## config.mk

```make
export PLATFORM = sky130hd
export DESIGN_NAME = operand_fifo
export DESIGN_NICKNAME = d
export VERILOG_FILES = /design/src/rtl/operand_fifo.sv
export SDC_FILE = /design/constraint.sdc
export NUM_CORES = 1
export LEC_CHECK = 0
export BUFFER_PORTS_ARGS = -buffer_cell sky130_fd_sc_hd__clkbuf_2
export CELL_PAD_IN_SITES_DETAIL_PLACEMENT = 0
export CELL_PAD_IN_SITES_GLOBAL_PLACEMENT = 1
export CORE_MARGIN = 1.5
export CORE_UTILIZATION = 54
export CTS_BUF_LIST = sky130_fd_sc_hd__clkbuf_4
export DETAILED_ROUTE_END_ITERATION = 6
export HOLD_SLACK_MARGIN = 0.02
export PLACE_DENSITY_LB_ADDON = 0.1
export SLEW_MARGIN = 20
export SYNTH_ARGS = -nofsm -noshare
export SYNTH_HDL_FRONTEND = slang
export SYNTH_SLANG_ARGS = --single-unit
```

## constraint.sdc

```tcl
create_clock -name clk -period 4.2 [get_ports clk]
set_clock_uncertainty 0.1 [all_clocks]
set_input_delay 0.42 -clock clk [delete_from_list [all_inputs] [get_ports clk]]
set_output_delay 0.42 -clock clk [all_outputs]
set_load 0.01 [all_outputs]
```

## src/rtl/operand_fifo.sv

```systemverilog
`default_nettype none
// ============================================================================
// Module      : operand_fifo
// Description : First-word-fall-through FIFO of {multiplicand, multiplier}
//               operand pairs feeding a multiplier control unit.
//               Circular buffer with separate read/write pointers, an
//               occupancy counter, combinational empty/full, and sticky
//               overflow/underflow error flags cleared only by reset.
//
// Ports       : clk              - single clock, rising edge
//               reset            - synchronous active-high reset
//               wr_en            - push one operand pair
//               wr_multiplicand  - multiplicand word to push
//               wr_multiplier    - multiplier word to push
//               load_words       - pop the head pair (consumer captures it
//                                  on the same edge)
//               flush            - discard all stored pairs
//               multiplicand_out - head multiplicand (0 while empty)
//               multiplier_out   - head multiplier   (0 while empty)
//               empty / full     - occupancy status decoded from count
//               count            - number of stored pairs, 0..DEPTH
//               overflow         - sticky, set by a rejected push
//               underflow        - sticky, set by a pop while empty
//
// Revision    : 1.0 - initial release
// ============================================================================
module operand_fifo #(
    parameter int WORD_W = 8,
    parameter int DEPTH  = 4,
    parameter int ADDR_W = 2
) (
    input  logic              clk,
    input  logic              reset,
    input  logic              wr_en,
    input  logic [WORD_W-1:0] wr_multiplicand,
    input  logic [WORD_W-1:0] wr_multiplier,
    input  logic              load_words,
    input  logic              flush,
    output logic [WORD_W-1:0] multiplicand_out,
    output logic [WORD_W-1:0] multiplier_out,
    output logic              empty,
    output logic              full,
    output logic [ADDR_W:0]   count,
    output logic              overflow,
    output logic              underflow
);

    localparam logic [ADDR_W-1:0] c_PTR_ONE  = {{(ADDR_W-1){1'b0}}, 1'b1};
    localparam logic [ADDR_W:0]   c_CNT_ONE  = {{ADDR_W{1'b0}}, 1'b1};
    localparam logic [ADDR_W:0]   c_CNT_FULL = DEPTH[ADDR_W:0];

    // Registered state
    logic [ADDR_W-1:0]   r_wr_ptr_q;
    logic [ADDR_W-1:0]   r_rd_ptr_q;
    logic [ADDR_W:0]     r_count_q;
    logic                r_overflow_q;
    logic                r_underflow_q;
    logic [2*WORD_W-1:0] r_mem_q [DEPTH];

    // Next-state and decode
    logic [ADDR_W-1:0]   w_wr_ptr_d;
    logic [ADDR_W-1:0]   w_rd_ptr_d;
    logic [ADDR_W:0]     w_count_d;
    logic                w_overflow_d;
    logic                w_underflow_d;
    logic                w_empty;
    logic                w_full;
    logic                w_pop;
    logic                w_push;
    logic [2*WORD_W-1:0] w_head;

    assign w_empty = (r_count_q == '0);
    assign w_full  = (r_count_q == c_CNT_FULL);

    // A pop frees a slot on the same edge, so a push at full is still
    // accepted when paired with a pop.
    assign w_pop  = load_words & ~w_empty;
    assign w_push = wr_en & (~w_full | w_pop);

    always_comb begin
        w_wr_ptr_d    = r_wr_ptr_q;
        w_rd_ptr_d    = r_rd_ptr_q;
        w_count_d     = r_count_q;
        // Flush neither sets nor clears the error flags; a push or pop that
        // coincides with a flush is discarded rather than judged.
        w_overflow_d  = r_overflow_q  | (wr_en & ~w_push & ~flush);
        w_underflow_d = r_underflow_q | (load_words & w_empty & ~flush);

        if (flush) begin
            w_wr_ptr_d = '0;
            w_rd_ptr_d = '0;
            w_count_d  = '0;
        end else begin
            if (w_push) begin
                w_wr_ptr_d = r_wr_ptr_q + c_PTR_ONE;
            end
            if (w_pop) begin
                w_rd_ptr_d = r_rd_ptr_q + c_PTR_ONE;
            end
            case ({w_push, w_pop})
                2'b10:   w_count_d = r_count_q + c_CNT_ONE;
                2'b01:   w_count_d = r_count_q - c_CNT_ONE;
                default: w_count_d = r_count_q;
            endcase
        end
    end

    always_ff @(posedge clk) begin
        if (reset) begin
            r_wr_ptr_q    <= '0;
            r_rd_ptr_q    <= '0;
            r_count_q     <= '0;
            r_overflow_q  <= 1'b0;
            r_underflow_q <= 1'b0;
        end else begin
            r_wr_ptr_q    <= w_wr_ptr_d;
            r_rd_ptr_q    <= w_rd_ptr_d;
            r_count_q     <= w_count_d;
            r_overflow_q  <= w_overflow_d;
            r_underflow_q <= w_underflow_d;
        end
    end

    // Storage is never cleared: its contents are masked while empty.
    always_ff @(posedge clk) begin
        if (!reset && !flush && w_push) begin
            r_mem_q[r_wr_ptr_q] <= {wr_multiplicand, wr_multiplier};
        end
    end

    assign w_head = w_empty ? '0 : r_mem_q[r_rd_ptr_q];

    assign multiplicand_out = w_head[2*WORD_W-1:WORD_W];
    assign multiplier_out   = w_head[WORD_W-1:0];
    assign empty            = w_empty;
    assign full             = w_full;
    assign count            = r_count_q;
    assign overflow         = r_overflow_q;
    assign underflow        = r_underflow_q;

endmodule
`default_nettype wire
```

# Word level (Yosys, flattened, before mapping)
# Memory sizes are Yosys's and may differ from the RTL's. A register that Yosys moved wholly into a read port is not among the register bits.
# Cells that the tools add are included.
# totals
memories,1
word_cells,39
in_bits,21
output_inout_bits,23
romBits,0
reg_bits,9
latchBits,0
ram_bits,64
# memory_table
name,depth,word_bits,read_ports,rd_ports_with_merged_regs,wr,line_no,text
r_mem_q,4,16,1,1,1,58,logic [2*WORD_W-1:0] r_mem_q [DEPTH];
# op_classes
eq_ne,3
n_reduce_logical,7
n_bitwise,13
muxes,6
addsub,4
mul,0
shift,0
n_div,0
magnitude_cmp,0
# op_table
operator,count
16-bit two-way mux,1
1-bit bitwise AND,6
3-bit case mux with 2 select lines,1
2-bit by 1-bit adder with 2-bit output (second input constant),2
2-bit two-way mux,2
1-bit NOT,4
3-bit by 1-bit adder with 3-bit output (second input constant),1
3-bit equality test (second input constant),1
3-bit zero test,1
1-bit bitwise OR,3
3-bit by 1-bit subtractor with 3-bit output (second input constant),1
2-bit by 1-bit equality test with 1-bit output (second input constant),1
2-bit equality test (second input constant),1
1-bit logical AND,2
1-bit zero test,2
1-bit two-way mux,2
2-bit nonzero test,1
2-bit OR reduction,1

# Longest topological paths before layout
# Gate-level depths: netlist of run 1.
# depth
word_depth,9
mapped_depth,7
depth_no_buf,6

# Least setup slack after synthesis of run 1
# OpenSTA, ideal clock, no wires.
# synth_timing
path_kind,flip-flop to flip-flop
startpoint,"register r_count_q[2], in the netlist count[2]"
endpoint,"register r_count_q[1], in the netlist count[1]"
synth_period_minus_slack_ns,1.993
path_stages_with_launch,7
setup_time_ns,0.072
required_ns,4.028
n_path_buf,1
arrival_time_ns,1.821
slack_ns,2.207
cell_sequence,dfxtp_1 buf_2 o31ai_1 nand2b_1 fa_1 or3_1 mux2i_1
# synth_via
elab_chain_cells,7
word_cells_on_any_way,11
cone_classes,eq/ne (3); mux (1); bitwise (5); reduce/logical (2)
# synth_rtl
item,line_no,text
"start, declared",55,logic [ADDR_W:0] r_count_q;
"start signal, assigned",118,r_count_q <= w_count_d;
3-bit zero test,72,assign w_empty = (r_count_q == '0);
1-bit NOT,77,assign w_pop = load_words & ~w_empty;
1-bit bitwise AND,77,
1-bit bitwise OR,78,assign w_push = wr_en & (~w_full | w_pop);
1-bit bitwise AND,78,
2-bit by 1-bit equality test with 1-bit output / 2-bit equality test (equally long branches),100,"case ({w_push, w_pop})"
3-bit case mux with 2 select lines / 2-bit nonzero test (equally long branches),-,
# Parallel ways exist; a longest one is shown, timed or not.
# A chain may end at the register's enable or synchronous reset.

==> flow_summary.ini, run 1 <==
[worst_setup_path]
required_ns = 3.68
worst-path-buf-inv = 1
critPathCaptureType = primary output
worstPathArrival_ns = 2.03
reg2reg_slack_ns = 1.85
ff2ff_path_depth = 3
crit_chain = mux4_2, nor2b_1, clkbuf_2
cp.depth = 3
critPathCapture = multiplier_out[1]
slowest_stage = dfxtp_2
cp_top_family = flip-flops
slowest_delay_ns = 0.72
cp-start-kind = register
crit_type = register to primary output
r2r-end = r_mem_q[3][13]$_DFFE_PP_
rr_startpoint = count[0]$_SDFFE_PP0P_
path_max_fanout = 16

[global_routing]
overflow = 0
grt_start_max_net_pins = 19
gr-usage-all-layers = 0.1854
grt_pass1_wl_mm = 8.259
grt_pass1_vias = 1617
antenna_found_initial = 0

[timing]
finalSetupViolCount = 0
fin_crit_sh = 0.6063
hold_violations = 0
final_max_slew_viol_count = 0
fin_ws_ns = 1.654
finalSetupTns_ns = 0
tightest_slew_ns = 0.9187
min_period_ns = 2.546
grt_setup_unrepaired = false
fmax_mhz = 392.7
slew_headroom = 0.3875
hold_ws_ns = 0.1215

[clock_network]
cts_root_buf = clkbuf_4
clk_pin_slew_ns = 0.12
cts_setup_buffers = 0
cts.sinks = 75
clockBufferDepth = 2
postCtsResizedCells = 0
h-tree-depth = 3
clock_latency_ns = 0.40
cts-buffers-inserted = 9
cts_hold_buf = 0
cts_tree = done

[die]
core_um2 = 5540
io_pins = 44
die_x_um = 78.85
die_area_um2 = 6217
start_util = 0.5607
std_cell_rows = 27
die_h_um = 78.85

[cells_and_area]
layout-drive-gt1-share = 0.3632
finalNetCount = 244
area.growth.synth_to_final_pct = 13.13
antenna_cells = 0
layout.cells.non_filler = 295
final_util = 0.6344
final_area_um2 = 3515
fill_cells = 419

[routing]
drtIter0Drc = 81
viasPerCell = 5.481
ant_nets = 0
wl_mm = 5.163
drtPass1Iterations = 4
vias = 1617
wl_per_cell_um = 17.50
drc = 0

[logic_synthesis]
syn-num-nets = 202
ys_ff_latch = 75
synth_seq_area_share = 0.6895
synthCells = 176
netlist_area_um2 = 3107
synth_area_per_cell_um2 = 17.65
yosysWarnings = 0
yosysUniqueCellTypes = 32

[power]
p_leak_nw = 1.235
peakVddDrop_uv = 310.4
total_power_mw = 1.455
power_density_nw_per_um2 = 414.0

[job]
cap_violations = 0

[placed_design]
place_worst_setup_slack_ns = 1.632
hpwl_mm = 3.370
portBuffers = 43
placed_cells_incl_taps = 279
place.gp.congestion = 0.8093
place_area_um2 = 3326

[min_path]
hold_class = primary input to register

[outcome]
status = finished clean
area by class of cell:
class	count	area, um2	area share
inverters	6	22.52	0.006408
clock inverters	6	112.6	0.03204
clock buffers	10	75.07	0.02136
multi-input cells	83	855.8	0.2435
flip-flops and latches	75	2143	0.6098
well taps	72	90.09	0.02563
repair buffers	43	215.2	0.06123
worst reg2reg max path, cell delays in order, from the launching register on:
cell and delay [ns]:
dfxtp_1 0.57, nor4b_2 0.12, nor2_1 0.33, and3_1 0.84
logic make-up after synthesis:
family | count (synthesis) | synth area share
flops | 75 | 0.6895
simple gates | 46 | 0.08860
mux | 21 | 0.1321
buf+inv | 18 | 0.03504
compound gates | 8 | 0.02376
fa+ha+maj | 5 | 0.02255
xor+xnor | 3 | 0.008459
registers in the layout (all words and copies together), names as in the netlist, named ones only:
signal	cells
count	3
overflow	1
r_mem_q	64
r_rd_ptr_q	2
r_wr_ptr_q	2
underflow	1
worst min-delay path by stage:
| stage | from | end | slack, ns | depth (start not counted) |
|---|---|---|---|---|
| 6_report | wr_multiplicand[3] | r_mem_q[3][11]$_DFFE_PP_ | 0.12 | 1 |
| 5_1_grt | wr_multiplicand[1] | r_mem_q[2][9]$_DFFE_PP_ | 0.1 | 1 |
| 4_1_cts | wr_multiplicand[3] | r_mem_q[3][11]$_DFFE_PP_ | 0.11 | 1 |
| 3_5_place_dp | underflow$_SDFF_PP0_ | underflow$_SDFF_PP0_ | 0.37 | 2 |
| 3_3_place_gp | underflow$_SDFF_PP0_ | underflow$_SDFF_PP0_ | 0.36 | 2 |
| 2_1_floorplan | r_wr_ptr_q[1]$_SDFFE_PP0P_ | r_wr_ptr_q[1]$_SDFFE_PP0P_ | 0.37 | 2 |
placed cells by master, fill, tap and decap left out, types with 5 or more instances in the layout:
cell	synthesis	routed
nand2_1	7	7
nor2_1	6	6
nor2b_1	17	17
mux2i_1	5	5
clkbuf_2	1	43
clkbuf_4	0	10
edfxtp_1	64	64
dfxtp_1	11	10
inv_1	6	6
mux4_2	16	16
power by group:
part / switching, mW / internal [mW]
Sequential: 0.00783 / 0.816
Combinational: 0.0440 / 0.0338
Clock: 0.243 / 0.310
Total: 0.295 / 1.16
synthesized netlist by cell type, drive strengths merged:
cell type | n | area [um2]
or3b | 1 | 8.760
o31ai | 1 | 7.510
fa | 1 | 20.02
nor3 | 4 | 31.28
and3 | 4 | 25.02
nor2b | 17 | 106.4
a311oi | 1 | 15.01
dfxtp | 11 | 220.2
mux2i | 5 | 50.05
nand2 | 7 | 26.28
inv | 6 | 22.52
and2 | 1 | 6.260
a221oi | 1 | 15.01
xor2 | 2 | 17.52
buf | 9 | 73.82
edfxtp | 64 | 1922
nor2 | 6 | 22.52
nor4b | 2 | 23.77
clkbuf | 3 | 12.51
or3 | 1 | 6.260
xnor2 | 1 | 8.760
mux4 | 16 | 360.4
a31oi | 3 | 18.77
ha | 4 | 50.05
o311ai | 1 | 8.760
nand2b | 3 | 18.77
o21a | 1 | 8.760
per-layer routing:
metal  wire length [um]  GRT usage  up-vias
met3                273    0.03908        4
met2               2592     0.2991       39
met4                 54    0.08947        0
li1                   -          -      761
met1               2243     0.2422      813
met5                  0          0        -
(Power assumes the default switching activity.)
==> run 2, diff against run 1 <==
CORE_UTILIZATION = 45   (was 54)
clock period = 2.1 ns   (was 4.2 ns; I/O delays follow)
==> flow_summary.ini, run 2 (synthesized netlist as in run 1, its figures left out) <==
[worst_setup_path]
ff2ff_path_depth = 5
reg2reg_slack_ns = 0.13
slowest_stage = mux4_2
crit_type = register to primary output
worst-path-buf-inv = 2
required_ns = 1.79
rr_startpoint = count[0]$_SDFFE_PP0P_
cp.depth = 4
cp-start-kind = register
crit_chain = buf_8, mux4_2, nor2b_4, buf_6
critPathCaptureType = primary output
cp_top_family = multiplexers
slowest_delay_ns = 0.52
r2r-end = count[1]$_SDFFE_PP0P_
path_max_fanout = 6
worstPathArrival_ns = 1.73

[routing]
viasPerCell = 5.047
wl_mm = 5.580
wl_per_cell_um = 16.36
drc = 0
drtPass1Iterations = 4
ant_nets = 0
vias = 1721
drtIter0Drc = 73

[power]
total_power_mw = 2.851
p_leak_nw = 1.438
peakVddDrop_uv = 450.4
power_density_nw_per_um2 = 726.1

[min_path]
min_path_cells = 3
hold_class = primary input to register
hp-start = wr_en
hold_end = overflow$_SDFF_PP0_

[clock_network]
clock_latency_ns = 0.40
cts.sinks = 75
h-tree-depth = 3
clk_pin_slew_ns = 0.11
cts_root_buf = clkbuf_4
clockBufferDepth = 2
cts_tree = done
cts-buffers-inserted = 9

[timing]
fmax_mhz = 489.8
fin_ws_ns = 0.05845
hold_violations = 0
finalSetupViolCount = 0
slew_headroom = 0.7381
min_period_ns = 2.042
final_max_slew_viol_count = 0
tightest_slew_ns = 0.3915
grt_setup_unrepaired = true
fin_crit_sh = 0.9722
finalSetupTns_ns = 0

[cells_and_area]
finalNetCount = 282
layout_commonest_cell = edfxtp_1
largest_register = r_mem_q
area.growth.synth_to_final_pct = 26.38
antenna_cells = 0
largest_reg_flops = 64
layout.cells.non_filler = 341
layout-drive-gt1-share = 0.3985
mostFrequentLayoutCells = 64 x edfxtp_1, 40 x clkbuf_2, 19 x dlygate4sd3_1, 16 x mux4_2, 15 x buf_4

[die]
std_cell_rows = 30
die_h_um = 86.09
die_area_um2 = 7411
start_util = 0.4624
core_um2 = 6719
io_pins = 44
die_x_um = 86.09

[job]
cap_violations = 0

[global_routing]
gr-usage-all-layers = 0.1640
grt_pass1_wl_mm = 8.901
overflow = 0
grt_pass1_vias = 1753
antenna_found_initial = 0
grt_start_max_net_pins = 14

[placed_design]
place_worst_setup_slack_ns = 0.1699
hpwl_mm = 3.725
portBuffers = 43
place.gp.congestion = 0.8037
placed_cells_incl_taps = 305

[outcome]
status = finished clean
## run 2: cell types whose count changed in the layout (fill, tap and decap cells not counted), sizes merged
cell | previous run | this run
buf | 0 | 21
dlygate4sd3 | 0 | 19
bufinv | 3 | 2
clkbuf | 53 | 52
clkinv | 2 | 3
inv | 7 | 6
## run 2: worst reg2reg max path, stage by stage (launching register included)
cell,delay (ns)
dfxtp_1,0.36
o31ai_1,0.31
nand2b_1,0.18
fa_1,0.41
or3_1,0.38
mux2i_1,0.16
## run 2: timing repair
| action | 4_1_cts | 5_1_grt |
|---|---|---|
| hold endpoints to repair | 71 | 0 |
| gates cloned | 0 | 1 |
| pin swaps | 0 | 0 |
| setup buffers | 0 | 0 |
| hold buffers | 19 | 0 |
| gates resized for setup | 3 | 16 |
| endpoints found under the setup margin | 10 | 10 |
## run 2: stage by stage
step,util,hold slack (ns),cell area (um2)
2_1_floorplan,-,0.1857,3107
3_3_place_gp,0.5184,0.3209,3483
3_5_place_dp,0.5184,0.3318,3483
4_1_cts,0.5721,0.09314,3844
5_1_grt,0.5844,0.1130,3926
6_report,0.5844,0.1076,3926
## run 2: where the power goes
group          leakage [nW]  total, mW  switching (mW)  internal [mW]
Sequential            0.669       1.64         0.00770           1.63
Combinational         0.679      0.223           0.110          0.113
Clock                0.0908      0.989           0.480          0.509
Total                  1.44       2.85           0.598           2.25
## run 2: worst max-delay path by stage
stage,startpoint,end
6_report,register,multiplier_out[4]
2_1_floorplan,count[2]$_SDFFE_PP0P_,count[1]$_SDFFE_PP0P_
5_1_grt,register,multiplier_out[4]
4_1_cts,register,multiplier_out[6]
3_3_place_gp,count[2]$_SDFFE_PP0P_,count[1]$_SDFFE_PP0P_
3_5_place_dp,count[2]$_SDFFE_PP0P_,count[1]$_SDFFE_PP0P_
## run 2: area by class of cell
class,count,area (um2)
Sequential cell,75,2147
Clock inverter,5,78.83
Tap cell,80,100.1
Multi-Input combinational cell,83,878.3
Fill cell,528,2793
Timing Repair Buffer,81,616.8
Clock buffer,11,82.58
Inverter,6,22.52
## run 2: per-layer routing
layer,vias up,track usage,share of wire
met3,8,0.04235,0.029
met5,-,0,0
met1,850,0.2188,0.47
met4,0,0.06158,0.015
li1,832,-,-
met2,31,0.2613,0.49
==> run 3, diff against run 2 <==
PLACE_DENSITY = 0.86   (was default)
PLACE_DENSITY_LB_ADDON = default   (was 0.1)
==> flow_summary.ini, run 3 (synthesized netlist as in run 1, its figures left out) <==
[power]
p_clk_frac = 0.372
p_comb_frac = 0.073
p_leak_nw = 1.425
swShare = 0.2010
p_int_mw = 2.360
p_sw_uw = 593.6
seqPwrFrac = 0.555
power_density_nw_per_um2 = 756.5
peakVddDrop_uv = 276.7

[global_routing]
gr-usage-all-layers = 0.1528
grt_pass1_wl_mm = 8.259
met1_usage = 0.1857
use_met3 = 0.02695
top_usage_layer = met2
use_met2 = 0.2598
grt_start_max_net_pins = 18
overflow = 0
antenna_found_initial = 0
grt_pass1_vias = 1707

[min_path]
hold_class = primary input to register
hp-start = wr_en

[timing]
fmax_mhz = 493.0
min_period_ns = 2.028
finalSetupTns_ns = 0
slew_headroom = 0.7514
hold_ws_ns = 0.1124
final_max_slew_viol_count = 0
finalSetupViolCount = 0
hold_violations = 0
fin_crit_sh = 0.9658
fin_ws_ns = 0.07174
grt_setup_unrepaired = true
tightest_slew_ns = 0.3716

[die]
die_x_um = 86.09
start_util = 0.4624
die_h_um = 86.09
io_pins = 44
die_area_um2 = 7411
core_um2 = 6719
std_cell_rows = 30

[clock_network]
cts-buffers-inserted = 9
cts.sinks = 75
cts_root_buf = clkbuf_4
clk_pin_slew_ns = 0.11
h-tree-depth = 3
cts_tree = done
clock_latency_ns = 0.40
cts_setup_buffers = 0
clockBufferDepth = 2

[worst_setup_path]
required_ns = 1.79
worstPathArrival_ns = 1.72
slowest_delay_ns = 0.48
crit_type = register to primary output
worst-path-buf-inv = 2
slowest_stage = mux4_2
crit_chain = buf_12, mux4_2, nor2b_1, clkbuf_2
cp-start-kind = register
rr_startpoint = count[0]$_SDFFE_PP0P_
path_max_fanout = 8
cp_top_family = multiplexers
critPathCaptureType = primary output

[job]
cap_violations = 0

[cells_and_area]
finalNetCount = 278
area.growth.synth_to_final_pct = 25.65
layout-drive-gt1-share = 0.3852
largest_register = r_mem_q
antenna_cells = 0
layout_commonest_cell = edfxtp_1
largest_reg_flops = 64
fill_cells = 506
mostFrequentLayoutCells = 64 x edfxtp_1, 40 x clkbuf_2, 19 x dlygate4sd3_1, 16 x mux4_2, 14 x nor2b_1

[routing]
drtIter0Drc = 89
viasPerCell = 4.973
drtPass1Iterations = 6
ant_nets = 0
wl_mm = 5.192
drc = 0
wl_per_cell_um = 15.41
vias = 1676

[placed_design]
hpwl_mm = 3.463
portBuffers = 43
place.gp.congestion = 0.7894
place_worst_setup_slack_ns = 0.1847

[outcome]
status = finished clean
-- run 3: cell count changes in the layout (fill, tap and decap cells not counted) --
cell,previous run,this run
buf_12,2,1
buf_16,0,1
clkbuf_4,11,10
dfxtp_2,1,0
dfxtp_1,9,10
inv_6,0,1
bufinv_16,2,3
clkinv_2,2,1
clkbuf_16,1,0
buf_4,15,13
buf_8,1,0
-- run 3: worst register-to-register path, stage by stage, from the launching register on --
cell,delay (ns)
dfxtp_1,0.37
o31ai_1,0.30
nand2b_1,0.18
fa_1,0.20
nand2b_1,0.08
or3b_1,0.38
a311oi_2,0.24
-- run 3: per-layer routing --
layer / part of all wire / vias up / wire length, um
li1: - / 825 / -
met1: 0.43 / 807 / 2244
met2: 0.52 / 36 / 2695
met3: 0.030 / 8 / 158
met4: 0.018 / 0 / 92
met5: 0 / - / 0
-- run 3: path summary, 6_finish.rpt --
path	end	slack, ns	cells past startpoint
worst max register to register	count[2]$_SDFFE_PP0P_	0.17	6
worst min register to register	underflow$_SDFF_PP0_	0.41	2
worst min-delay path	overflow$_SDFF_PP0_	0.11	3
worst max-delay path	multiplier_out[7]	0.07	4
-- run 3: power groups by stage --
stage / Combinational [mW] / Sequential, mW / Clock [mW]
after CTS: 0.208 / 1.64 / 1.13
after global placement: 0.172 / 1.67 / 0
after global routing: 0.236 / 1.64 / 1.19
final: 0.214 / 1.64 / 1.10
after detailed placement: 0.177 / 1.67 / 0
after floorplan: 0.105 / 1.67 / 0
-- run 3: cell type report --
| cell class | count | area, um2 | share of cell area |
|---|---|---|---|
| clock buffers | 10 | 75.07 | 0.01923 |
| clock inverters | 6 | 112.6 | 0.02885 |
| inverters | 6 | 22.52 | 0.005769 |
| multi-input cells | 83 | 878.3 | 0.2250 |
| flip-flops and latches | 75 | 2146 | 0.5497 |
| well taps | 80 | 100.1 | 0.02564 |
| repair buffers | 77 | 569.3 | 0.1458 |
-- run 3: stage by stage --
| step | util | cells | instance area [um2] | power, mW |
|---|---|---|---|---|
| 2_1_floorplan | - | 176 | 3107 | 1.778 |
| 3_3_place_gp | 0.5140 | 301 | 3453 | 1.845 |
| 3_5_place_dp | 0.5140 | 301 | 3453 | 1.851 |
| 4_1_cts | 0.5749 | 337 | 3862 | 2.980 |
| 5_1_grt | 0.5810 | 337 | 3904 | 3.069 |
| 6_report | 0.5810 | 337 | 3904 | 2.953 |
-- run 3: what timing repair did --
| action | in CTS | in global routing |
|---|---|---|
| hold buffers | 19 | 0 |
| endpoints found under the setup margin | 6 | 7 |
| hold endpoints to repair | 71 | 0 |
| resized for setup | 3 | 12 |
| cloned | 1 | 0 |
